[config.mk]
export PLATFORM = sky130hd
export DESIGN_NAME = wbs_mem_ctrl
export DESIGN_NICKNAME = d
export VERILOG_FILES = /design/src/rtl/wbs_mem_ctrl.sv
export SDC_FILE = /design/constraint.sdc
export NUM_CORES = 1
export LEC_CHECK = 0
export CORE_ASPECT_RATIO = 1.2
export CORE_UTILIZATION = 30
export DETAILED_ROUTE_END_ITERATION = 10
export PLACE_DENSITY = 0.69
export SLEW_MARGIN = 10
export SYNTH_ARGS = -nofsm -noshare
export SYNTH_HDL_FRONTEND = slang
export SYNTH_SLANG_ARGS = --single-unit
[constraint.sdc]
create_clock -name wb_clk_i -period 12.3 [get_ports wb_clk_i]
set_clock_uncertainty 0.1 [all_clocks]
set_input_delay 2.46 -clock wb_clk_i [delete_from_list [all_inputs] [get_ports wb_clk_i]]
set_output_delay 2.46 -clock wb_clk_i [all_outputs]
set_load 0.005 [all_outputs]
[src/rtl/wbs_mem_ctrl.sv]
// wbs_mem_ctrl
// Wishbone slave front end for the KD-tree ANN accelerator. Decodes the
// Caravel bus into control registers and the query/leaf/best/node memories,
// pairs two 32-bit bus words into one 64-bit row write, sequences the
// synchronous best-memory read and returns a single-cycle acknowledge.
module wbs_mem_ctrl #(
  parameter int DATA_WIDTH   = 11,
  parameter int NODE_ADDR_W  = 6,
  parameter int LEAF_ADDR_W  = 9,
  parameter int QUERY_ADDR_W = 12,
  parameter int BEST_ADDR_W  = 9
) (
  input  logic                      wb_clk_i,
  input  logic                      wb_rst_i,
  input  logic                      wbs_stb_i,
  input  logic                      wbs_cyc_i,
  input  logic                      wbs_we_i,
  input  logic [3:0]                wbs_sel_i,
  input  logic [31:0]               wbs_adr_i,
  input  logic [31:0]               wbs_dat_i,
  output logic                      wbs_ack_o,
  output logic [31:0]               wbs_dat_o,
  output logic                      node_we,
  output logic [NODE_ADDR_W-1:0]    node_addr,
  output logic [2*DATA_WIDTH-1:0]   node_wdata,
  output logic                      leaf_we,
  output logic [LEAF_ADDR_W-1:0]    leaf_addr,
  output logic [63:0]               leaf_wdata,
  output logic                      query_we,
  output logic [QUERY_ADDR_W-1:0]   query_addr,
  output logic [5*DATA_WIDTH-1:0]   query_wdata,
  output logic                      best_re,
  output logic [BEST_ADDR_W-1:0]    best_addr,
  input  logic [63:0]               best_rdata,
  output logic                      fsm_start,
  input  logic                      fsm_busy,
  input  logic                      fsm_done,
  output logic                      wbs_mode,
  output logic                      wbs_debug
);

  localparam int QUERY_W = 5 * DATA_WIDTH;
  localparam int NODE_W  = 2 * DATA_WIDTH;

  // Bus transaction states
  localparam logic [2:0] S_IDLE  = 3'd0;
  localparam logic [2:0] S_RD    = 3'd1;
  localparam logic [2:0] S_RWAIT = 3'd2;
  localparam logic [2:0] S_WACK  = 3'd3;
  localparam logic [2:0] S_ACK   = 3'd4;

  // Region select on adr[31:16]
  localparam logic [15:0] REG_CTRL  = 16'h3000;
  localparam logic [15:0] REG_QUERY = 16'h3001;
  localparam logic [15:0] REG_LEAF  = 16'h3002;
  localparam logic [15:0] REG_BEST  = 16'h3003;
  localparam logic [15:0] REG_NODE  = 16'h3004;

  // Control register offsets on adr[4:0]
  localparam logic [4:0] OFF_MODE  = 5'h00;
  localparam logic [4:0] OFF_DEBUG = 5'h04;
  localparam logic [4:0] OFF_DONE  = 5'h08;
  localparam logic [4:0] OFF_START = 5'h0C;
  localparam logic [4:0] OFF_BUSY  = 5'h10;

  logic [2:0]  state;
  logic [31:0] hold;
  logic        done_flag;
  logic        err_flag;
  logic        rd_word_hi;
  // Control-register writes land one edge after the request is sampled.
  logic        pend_mode;
  logic        pend_debug;
  logic        pend_err_clr;
  logic        pend_bit;

  logic        sample;
  logic        is_ctrl, is_query, is_leaf, is_best, is_node, is_mem_wr;
  logic        busy_drop;
  logic [63:0] row_word;
  logic [31:0] reg_rdata;

  // Byte enables and the address bit between the row field and the region
  // field carry no meaning for this slave.
  logic unused_ok;
  assign unused_ok = &{1'b0, wbs_sel_i, wbs_adr_i[15]};

  // Request decode and control-register read mux
  always_comb begin
    // NOTE: every signal gets a default first so no path can infer a latch.
    reg_rdata = '0;
    sample    = (state == S_IDLE) && wbs_stb_i && wbs_cyc_i;
    is_ctrl   = (wbs_adr_i[31:16] == REG_CTRL);
    is_query  = (wbs_adr_i[31:16] == REG_QUERY);
    is_leaf   = (wbs_adr_i[31:16] == REG_LEAF);
    is_best   = (wbs_adr_i[31:16] == REG_BEST);
    is_node   = (wbs_adr_i[31:16] == REG_NODE);
    is_mem_wr = is_query || is_leaf || is_node;
    row_word  = {wbs_dat_i, hold};
    busy_drop = sample && wbs_we_i && is_mem_wr && fsm_busy;
    if (is_ctrl) begin
      case (wbs_adr_i[4:0])
        OFF_MODE:  reg_rdata[0]   = wbs_mode;
        OFF_DEBUG: reg_rdata[0]   = wbs_debug;
        OFF_DONE:  reg_rdata[1:0] = {err_flag, done_flag};
        OFF_BUSY:  reg_rdata[0]   = fsm_busy;
        default:   reg_rdata      = '0;
      endcase
    end
  end

  // Bus state machine, memory write strobes and read data capture
  always_ff @(posedge wb_clk_i or posedge wb_rst_i) begin
    if (wb_rst_i) begin
      state        <= S_IDLE;
      hold         <= '0;
      rd_word_hi   <= 1'b0;
      pend_mode    <= 1'b0;
      pend_debug   <= 1'b0;
      pend_err_clr <= 1'b0;
      pend_bit     <= 1'b0;
      wbs_ack_o    <= 1'b0;
      wbs_dat_o    <= '0;
      node_we      <= 1'b0;
      node_addr    <= '0;
      node_wdata   <= '0;
      leaf_we      <= 1'b0;
      leaf_addr    <= '0;
      leaf_wdata   <= '0;
      query_we     <= 1'b0;
      query_addr   <= '0;
      query_wdata  <= '0;
      best_re      <= 1'b0;
      best_addr    <= '0;
      fsm_start    <= 1'b0;
    end else begin
      // NOTE: non-blocking defaults make every strobe a one-cycle pulse;
      // a later assignment in the same block overrides the default.
      wbs_ack_o    <= 1'b0;
      node_we      <= 1'b0;
      leaf_we      <= 1'b0;
      query_we     <= 1'b0;
      best_re      <= 1'b0;
      fsm_start    <= 1'b0;
      pend_mode    <= 1'b0;
      pend_debug   <= 1'b0;
      pend_err_clr <= 1'b0;
      case (state)
        S_IDLE: begin
          if (sample) begin
            if (!wbs_we_i && is_best) begin
              state      <= S_RD;
              best_re    <= 1'b1;
              best_addr  <= wbs_adr_i[BEST_ADDR_W+2:3];
              rd_word_hi <= wbs_adr_i[2];
            end else begin
              state     <= S_WACK;
              wbs_ack_o <= 1'b1;
              if (!wbs_we_i) begin
                wbs_dat_o <= reg_rdata;
              end else if (is_ctrl) begin
                pend_bit <= wbs_dat_i[0];
                case (wbs_adr_i[4:0])
                  OFF_MODE:  pend_mode    <= 1'b1;
                  OFF_DEBUG: pend_debug   <= 1'b1;
                  OFF_DONE:  pend_err_clr <= 1'b1;
                  OFF_START: fsm_start    <= 1'b1;
                  default:   ;
                endcase
              end else if (is_mem_wr && !fsm_busy) begin
                if (is_node) begin
                  node_we    <= 1'b1;
                  node_addr  <= wbs_adr_i[NODE_ADDR_W-1:0];
                  node_wdata <= wbs_dat_i[NODE_W-1:0];
                end else if (!wbs_adr_i[2]) begin
                  hold <= wbs_dat_i;
                end else if (is_leaf) begin
                  leaf_we    <= 1'b1;
                  leaf_addr  <= wbs_adr_i[LEAF_ADDR_W+2:3];
                  leaf_wdata <= row_word;
                end else begin
                  query_we    <= 1'b1;
                  query_addr  <= wbs_adr_i[QUERY_ADDR_W+2:3];
                  query_wdata <= row_word[QUERY_W-1:0];
                end
              end
            end
          end
        end
        S_RD:    state <= S_RWAIT;
        S_RWAIT: begin
          state     <= S_ACK;
          wbs_ack_o <= 1'b1;
          wbs_dat_o <= rd_word_hi ? best_rdata[63:32] : best_rdata[31:0];
        end
        S_WACK, S_ACK: state <= S_IDLE;
        default:       state <= S_IDLE;
      endcase
    end
  end

  // Configuration bits and FSM status flags
  always_ff @(posedge wb_clk_i or posedge wb_rst_i) begin
    if (wb_rst_i) begin
      wbs_mode  <= 1'b0;
      wbs_debug <= 1'b0;
      done_flag <= 1'b0;
      err_flag  <= 1'b0;
    end else begin
      if (pend_mode)  wbs_mode  <= pend_bit;
      if (pend_debug) wbs_debug <= pend_bit;
      // A completion arriving together with a new start still reports done.
      if (fsm_done)       done_flag <= 1'b1;
      else if (fsm_start) done_flag <= 1'b0;
      if (busy_drop)         err_flag <= 1'b1;
      else if (pend_err_clr) err_flag <= 1'b0;
    end
  end

endmodule
# After elaboration in Yosys (flattened, before gate mapping)

Cells that the tools add are included.

Bits in latches: 0
Bits in writable memories: 0
Output and inout port bits: 217
Memories: 0
Logic and storage cells: 137
ROM bits: 0
Bits in registers: 259
Input bits: 139

$mul: 0
Divide/modulo/power cells: 0
Mux-type cells: 70
Bitwise logic cells: 5
Equal/unequal tests: 14
$lt $le $gt $ge: 0
Shifts and indexed selects: 0
$add $sub $neg: 0
Reduce and logical (&&, ||, !) cells: 23

Operator list:

| operator                                                          | count |
|---|---|
| 32-bit 2-to-1 mux                                                 | 4 |
| 16-bit by 14-bit == test with 1-bit output, second input constant | 5 |
| 32-bit case mux with 2 select lines                               | 1 |
| 1-bit 2-to-1 mux                                                  | 59 |
| 9-bit AND reduction                                               | 2 |
| 5-bit by 4-bit == test with 1-bit output, second input constant   | 2 |
| 3-bit case mux with 3 select lines                                | 1 |
| 8-bit AND reduction                                               | 1 |
| 1-bit logical AND                                                 | 7 |
| 7-bit AND reduction                                               | 1 |
| 2-bit != test, second input constant                              | 3 |
| 2-bit nonzero test                                                | 3 |
| 5-bit by 3-bit == test with 1-bit output, second input constant   | 1 |
| 5-bit == test, second input constant                              | 1 |
| 5-bit zero test                                                   | 1 |
| 1-bit NOT                                                         | 5 |
| 5-bit AND reduction                                               | 1 |
| 2-bit 2-to-1 mux                                                  | 2 |
| 1-bit case mux with 4 select lines                                | 1 |
| 4-bit AND reduction                                               | 1 |
| 3-bit by 1-bit == test with 1-bit output, second input constant   | 1 |
| 3-bit by 2-bit == test with 1-bit output, second input constant   | 1 |
| 3-bit zero test                                                   | 1 |
| 3-bit 2-to-1 mux                                                  | 1 |
| other kinds (4)                                                   | 6 |

# Depth between registers and ports, before layout

Gate-level depths: netlist of the first run.

Depth in word-level cells: 10
Gate-level depth with buffers: 7
Gate-level depth less buffers: 4

# Worst setup path after synthesis of the first run

OpenSTA, ideal clock, no wires.

Path kind: input-to-reg
From: input port wbs_adr_i[21]
To: register node_wdata[0]
Required time: 12.072 ns
Setup slack: 7.985 ns
Library setup time: 0.128 ns
Cell stages on the path: 6
Buffers on the path: 2
Data arrival time: 4.087 ns
Path through: or4_4 nor3b_4 and4b_1 buf_4 buf_4 mux2_1

Cells in the longest elaborated chain, start to end: 5
Elaborated cells on any way between the ends: 12
Those cells by class: eq/ne (5); bitwise (2); reduce/logical (5)

Ends and longest elaborated chain:

| item                                                          | RTL line | source |
|---|---|---|
| start: declaration                                            | 19       | `input logic [31:0] wbs_adr_i,` |
| 16-bit by 14-bit == test with 1-bit output (on tied branches) | 94, 95   |  |
| 1-bit logical OR (2 in a row)                                 | 98       | `is_mem_wr = is_query \|\| is_leaf \|\| is_node;` |
| 1-bit logical AND                                             | 170      | `end else if (is_mem_wr && !fsm_busy) begin` |
| 7-bit AND reduction (no line) *                               | n/a      |  |
| end signal: assignment                                        | 174      | `node_wdata <= wbs_dat_i[NODE_W-1:0];` |
| end: declaration                                              | 25       | `output logic [2*DATA_WIDTH-1:0] node_wdata,` |

Every way passes the cells marked *; elsewhere a longest branch is shown, timed or not.
A chain may end at the register's enable or synchronous reset.

# Final worst setup path of the first run

From: input port wbs_adr_i[21]
To: register node_addr[3]

Cells in the longest elaborated chain, start to end: 5
Elaborated cells on any way between the ends: 12
Those cells by class: eq/ne (5); bitwise (2); reduce/logical (5)

Ends and longest elaborated chain:

| item                                                          | RTL line | source |
|---|---|---|
| 16-bit by 14-bit == test with 1-bit output (on tied branches) | 94, 95   |  |
| 1-bit logical OR (2 in a row)                                 | 98       |  |
| 1-bit logical AND                                             | 170      |  |
| 7-bit AND reduction (no line) *                               | n/a      |  |
| end signal: assignment                                        | 173      | `node_addr <= wbs_adr_i[NODE_ADDR_W-1:0];` |
| end: declaration                                              | 24       | `output logic [NODE_ADDR_W-1:0] node_addr,` |

Marks and branches as above.

==> results of run 1 <==
==> metal layers <==
layer  share of wire, %  GRT usage (%)  wire length [um]
met3                8.4          4.811              2263
met2                 51          27.71             13710
met4                2.2          4.496               583
met5                  0              0                 0
met1                 38          17.53             10280
==> worst max-delay path: cells and delay by family <==
family,cells,cell delay (ps)
simple gates,3,2090
mux,1,420
buf+inv,1,400
==> power by group through the flow <==
stage / sequential (W) / combinational (W) / clock (W)
after CTS: 0.000945 / 0.000297 / 0.000803
final: 0.000945 / 0.000292 / 0.000774
after global placement: 0.000957 / 0.000292 / 0
after detailed placement: 0.000959 / 0.000294 / 0
after global routing: 0.000951 / 0.000319 / 0.000837
after floorplan: 0.000960 / 0.000103 / 0
==> cell usage in the layout (no fill, tap or decap), types with 2 or more instances in the layout <==
cell type and count:
clkdlybuf4s50_1 350, clkbuf_16 27, mux2_1 122, clkinv_2 10, and3_1 5, mux2_2 92, nor4_1 4, clkbuf_1 2
clkbuf_8 4, o22a_1 2, mux2i_1 32, nor3_1 4, o211ai_1 2, a211oi_1 30, nor3b_1 2, clkinv_4 3
o2111ai_1 2, inv_1 5, nand2_1 7, a21o_1 2, nor2_1 37, nand4b_1 2, nor4b_1 2, buf_4 5
nand4_1 2, dfrtp_1 258
==> through the flow <==
| stage | instances | hold WS (ps) |
|---|---|---|
| 3_3_place_gp | 1439 | 318.3 |
| 3_5_place_dp | 1439 | 328.0 |
| 5_1_grt | 1487 | 358.2 |
| 4_1_cts | 1487 | 336.7 |
| 2_1_floorplan | 673 | 309.6 |
| 6_report | 1488 | 334.4 |
==> final cells by class <==
class / count / area [um^2] / area share (%)
repair buffers: 355 / 3541 / 23.62
clock buffers: 33 / 738.2 / 4.924
well taps: 450 / 563.0 / 3.755
multi-input cells: 368 / 3528 / 23.53
clock inverters: 15 / 103.9 / 0.6927
flip-flops and latches: 259 / 6482 / 43.24
diodes: 1 / 2.502 / 0.01669
inverters: 7 / 33.78 / 0.2253
==> flip-flops by register name (all words and copies together) (netlist names), 3 cells and up <==
| register | cells |
|---|---|
| query_addr | 12 |
| wbs_dat_o | 32 |
| node_addr | 6 |
| state | 3 |
| query_wdata | 55 |
| leaf_addr | 9 |
| hold | 32 |
| node_wdata | 22 |
| best_addr | 9 |
| leaf_wdata | 64 |
==> kinds of logic (layout without fill, tap and decap cells) <==
logic type / after synthesis / count (layout) / share of synthesized area (%)
AOI/OAI and AO/OA: 42 / 42 / 3.145
xor gates and xnor gates: 1 / 1 / 0.08533
buffers and inverters: 46 / 410 / 2.632
DFF: 259 / 259 / 63.13
muxes: 246 / 246 / 26.59
other: 0 / 1 / 0
and+or+nand+nor: 79 / 79 / 4.412
==> worst max-delay path by stage <==
stage                       start        endpoint
floorplan                wb_rst_i    best_addr[0]
global placement    wbs_adr_i[21]  node_wdata[21]
detailed placement  wbs_adr_i[21]    node_addr[3]
CTS                 wbs_adr_i[21]    node_addr[3]
global route        wbs_adr_i[21]    node_addr[3]
finish              wbs_adr_i[21]    node_addr[3]
==> flow_metrics.tcl, run 1 <==
set metrics [dict create \
    fill_cells 3067 \
    final_util_pct 44.85 \
    p_leak_nw 6.938 \
    min_to "err_flag" \
    reg2reg_to "query_wdata[29]" \
    p_comb_share_pct 14.5 \
    grt_usage_pct 15.48 \
    arrival_ps 5390 \
    drt_iter0_drc 300 \
    yosysWarnings 0 \
    max_freq_mhz 197.5 \
    clock_latency_ps 550 \
    post_cts_buffers 0 \
    r2r-start "state[2]" \
    area.growth.synth_to_final_pct 46.04 \
    fin_ws_ps 7238 \
    io-pin-count 356 \
    setup_viol 0 \
    p_clk_share_pct 38.5 \
    yosys-top-cells-area "dfrtp_1 (63%), mux2_1 (13%), mux2_2 (10%)" \
    async_flop_share_pct 100.0 \
    path_max_fanout 28 \
    cts_resized 0 \
    dp.final_hpwl_um 18630 \
    first_global_vias 7242 \
    path_cells "clkdlybuf4s50_1, or4_4, nor3b_4, and4b_2, mux2_2" \
    critPathMaxStageDelay_ps 1010 \
    layout_min_cycle_time_ps 5062 \
    p_seq_share_pct 47.0 \
    avgViaCountPerCell 4.587 \
    hp-start "pend_err_clr" \
    ant_nets 0 \
    cp-start-kind "primary input" \
    hold_viol 0 \
    cts_buffer_depth 3 \
    synth_edf_count 0 \
    die_w_um 170.9 \
    syn_inst 673 \
    ctsHoldBuffers 0 \
    gp_congestion 0.7505 \
    antenna_found_initial 1 \
    wirelength_um 26840 \
    rsz0062_at_grt "no" \
    rows 73 \
    p_sw_w 0.0004969 \
    max_slew_margin_pct 33.16 \
    cts_buffers 27 \
    yosysTopAreaCell "dfrtp_1" \
    synth_common_cells "dfrtp_1 (259), mux2_1 (122), mux2_2 (92)" \
    clock_sinks 259 \
    io_buffers 350 \
    yosysMostFrequentCell "dfrtp_1" \
    hold_depth 1 \
    finalInstanceArea_um2 14990 \
    fin_nets 1157 \
    slew_viol_final 0 \
    grt_pass1_wl_um 41850 \
    syn-num-nets 812 \
    max-vdd-ir-drop_uv 117.9 \
    cp_slowest_cell "and4b_2" \
    cts_root_buf "clkbuf_16" \
    vias 6825 \
    remaining_drc_errors 0 \
    ys.flop_type "dfrtp_1" \
    seq_area_frac_synth_pct 63.13 \
    avgSynthCellArea_um2 15.25 \
    drive_above_1_share_pct 15.04 \
    initial_core_util_pct 30.71 \
    overflow 0 \
    detail_route.wl_per_cell_um 18.03 \
    die_h_um 204.6 \
    power.total_w 0.002011 \
    postPlaceCellArea_um2 14150 \
    cellPowerDensity_nw_per_um2 134.1 \
    tightest_slew_ps 1003 \
    endpoint_kind "flop" \
    die_area_um2 34970 \
    synth_cell_types 42 \
    htree_levels 1 \
    max_cap_violations 0 \
    core-area_um2 33430 \
    crit_required_ps 12630 \
    first_pass_iters 4 \
    grt_max_degree 126 \
    dpl_worst_slack_ps 6601 \
    synth-seq-cells 259 \
    hp-class "flop to flop" \
    cts_tree "built" \
    switching_share_pct 24.71 \
    r2r_slack_ps 9300 \
    syn-cell-area_um2 10270 \
    fin_tns_setup_ps 0 \
    clk_pin_slew_ps 60 \
    path_class "primary input to flop" \
    p_int_w 0.001514 \
    synth_top_area_share_pct 63.13 \
    post-route-period-util_pct 41.15 \
    status "finished, final reports clean" \
    worstRegToRegCells 5 \
]
Power figures use the tool's default switching activity.
==> run 2: changes to the inputs <==
clock period = 4.7 ns   (was 12.3 ns; I/O delays follow)
==> flow_metrics.tcl, run 2 (synthesized netlist as in run 1, its figures left out) <==
set metrics [dict create \
    detail_route.wl_per_cell_um 17.85 \
    fin_tns_setup_ps 0 \
    grt_max_degree 124 \
    arrival_ps 3460 \
    largestRegisters "leaf_wdata: 64 flops, query_wdata: 55 flops" \
    rows 73 \
    core-area_um2 33430 \
    reg2reg_to "query_wdata[11]" \
    cts_buffers 27 \
    p_clk_share_pct 40.0 \
    die_area_um2 34970 \
    antenna_found_initial 1 \
    worstRegToRegCells 5 \
    cp_num_buf_inv 3 \
    fill_cells 3040 \
    path_class "primary input to flop" \
    crit_required_ps 5020 \
    fin_hold_ws_ps 330.1 \
    p_leak_nw 6.999 \
    hold_depth 1 \
    cp-start-kind "primary input" \
    initial_core_util_pct 30.71 \
    p_int_w 0.004152 \
    die_w_um 170.9 \
    largest_register "leaf_wdata" \
    cts_tree "built" \
    critical-path-top-delay-family "buffers and inverters" \
    startpoint "wbs_adr_i[21]" \
    r2r_slack_ps 2040 \
    largest_reg_flops 64 \
    p_seq_share_pct 45.8 \
    max-vdd-ir-drop_uv 229.7 \
    cts_resized 0 \
    io_buffers 350 \
    status "finished, final reports clean" \
    cts_buffer_depth 3 \
    drive_above_1_share_pct 15.07 \
    clk_pin_slew_ps 60 \
    area.growth.synth_to_final_pct 47.47 \
    slew_viol_final 0 \
    ctsHoldBuffers 0 \
    crit_path_frequent_cell "buf_4" \
    grt_pass1_wl_um 41590 \
    finalInstanceArea_um2 15140 \
    grt_usage_pct 15.38 \
    remaining_drc_errors 0 \
    clock_latency_ps 530 \
    hold_viol 0 \
    min_to "err_flag" \
    gp_congestion 0.7751 \
    switching_share_pct 23.25 \
    max_cap_violations 0 \
    clock_sinks 259 \
    first_global_vias 7355 \
    htree_levels 1 \
    p_comb_share_pct 14.3 \
    cts_root_buf "clkbuf_16" \
    drt_iter0_drc 298 \
    post_cts_buffers 0 \
    cellPowerDensity_nw_per_um2 357.3 \
    io-pin-count 356 \
    hp-start "pend_err_clr" \
    final_common_cell "clkdlybuf4s50_1" \
    antenna_cells 0 \
    layout_min_cycle_time_ps 3133 \
    die_h_um 204.6 \
    wirelength_um 26630 \
    most-common-layout-cells "clkdlybuf4s50_1 (350), dfrtp_1 (258), mux2_1 (122)" \
    p_sw_w 0.001258 \
    first_pass_iters 4 \
    tightest_slew_ps 931.9 \
    hp-class "flop to flop" \
    overflow 0 \
    path_cells "clkdlybuf4s50_1, or4_4, nor3b_4, buf_4, and3_2, buf_4, mux2_2" \
    critPathMaxStageDelay_ps 600 \
    avgViaCountPerCell 4.590 \
    path_max_fanout 32 \
    max_slew_margin_pct 37.79 \
    max_freq_mhz 319.2 \
    fin_nets 1163 \
    rsz0062_at_grt "no" \
    cp_slowest_cell "or4_4" \
    vias 6849 \
    post-route-period-util_pct 66.67 \
    endpoint_kind "flop" \
    setup_viol 0 \
    r2r-start "state[2]" \
    dp.final_hpwl_um 19090 \
    postPlaceCellArea_um2 14240 \
    ant_nets 0 \
]
[run 2: cell types whose count changed in the layout (fill, tap and decap cells not counted), sizes merged]
cell,change
clkinv,-9
buf,+6
clkbuf,+6
bufinv,+3
diode,-1
inv,-1
[run 2: area by class of cell]
class                           count  area (um^2)  share of cell area [%]
Sequential cell                   259         6482                   42.82
Timing Repair Buffer              361         3636                   24.02
Clock inverter                      8        118.9                  0.7851
Clock buffer                       39        780.7                   5.157
Inverter                            7        30.03                  0.1983
Tap cell                          450        563.0                   3.719
Multi-Input combinational cell    368         3528                   23.31
[run 2: power groups by stage]
stage          registers [W]  logic [W]  clock network, W
2_1_floorplan        0.00251   0.000269                 0
3_3_place_gp         0.00251   0.000769                 0
3_5_place_dp         0.00251   0.000779                 0
4_1_cts              0.00248   0.000783           0.00223
5_1_grt              0.00249   0.000848           0.00232
6_report             0.00248   0.000772           0.00216
[run 2: worst max-delay path by stage]
stage,slack (ps),depth (start not counted),end
global placement,1020,7,hold[28]
floorplan,250,1,best_addr[0]
detailed placement,1020,7,hold[14]
global route,1440,6,query_wdata[12]
CTS,1590,7,hold[8]
finish,1570,7,hold[27]
[run 2: metal layers]
metal	track usage, %	vias up	wire length (um)
met5	0	-	9
met4	5.772	2	820
met3	4.733	52	2413
met2	26.60	288	13070
met1	17.74	3395	10310
li1	-	3112	-
[run 2: metrics by stage]
| stage | power, W | worst slack, ps | cells | util [%] |
|---|---|---|---|---|
| 6_report | 0.005410 | 1567 | 1492 | 45.29 |
| 5_1_grt | 0.005657 | 1443 | 1492 | 45.29 |
| 4_1_cts | 0.005490 | 1591 | 1492 | 45.29 |
| 3_5_place_dp | 0.003289 | 1015 | 1445 | 42.60 |
| 3_3_place_gp | 0.003277 | 1017 | 1445 | 42.60 |
| 2_1_floorplan | 0.002781 | 246.4 | 673 | - |
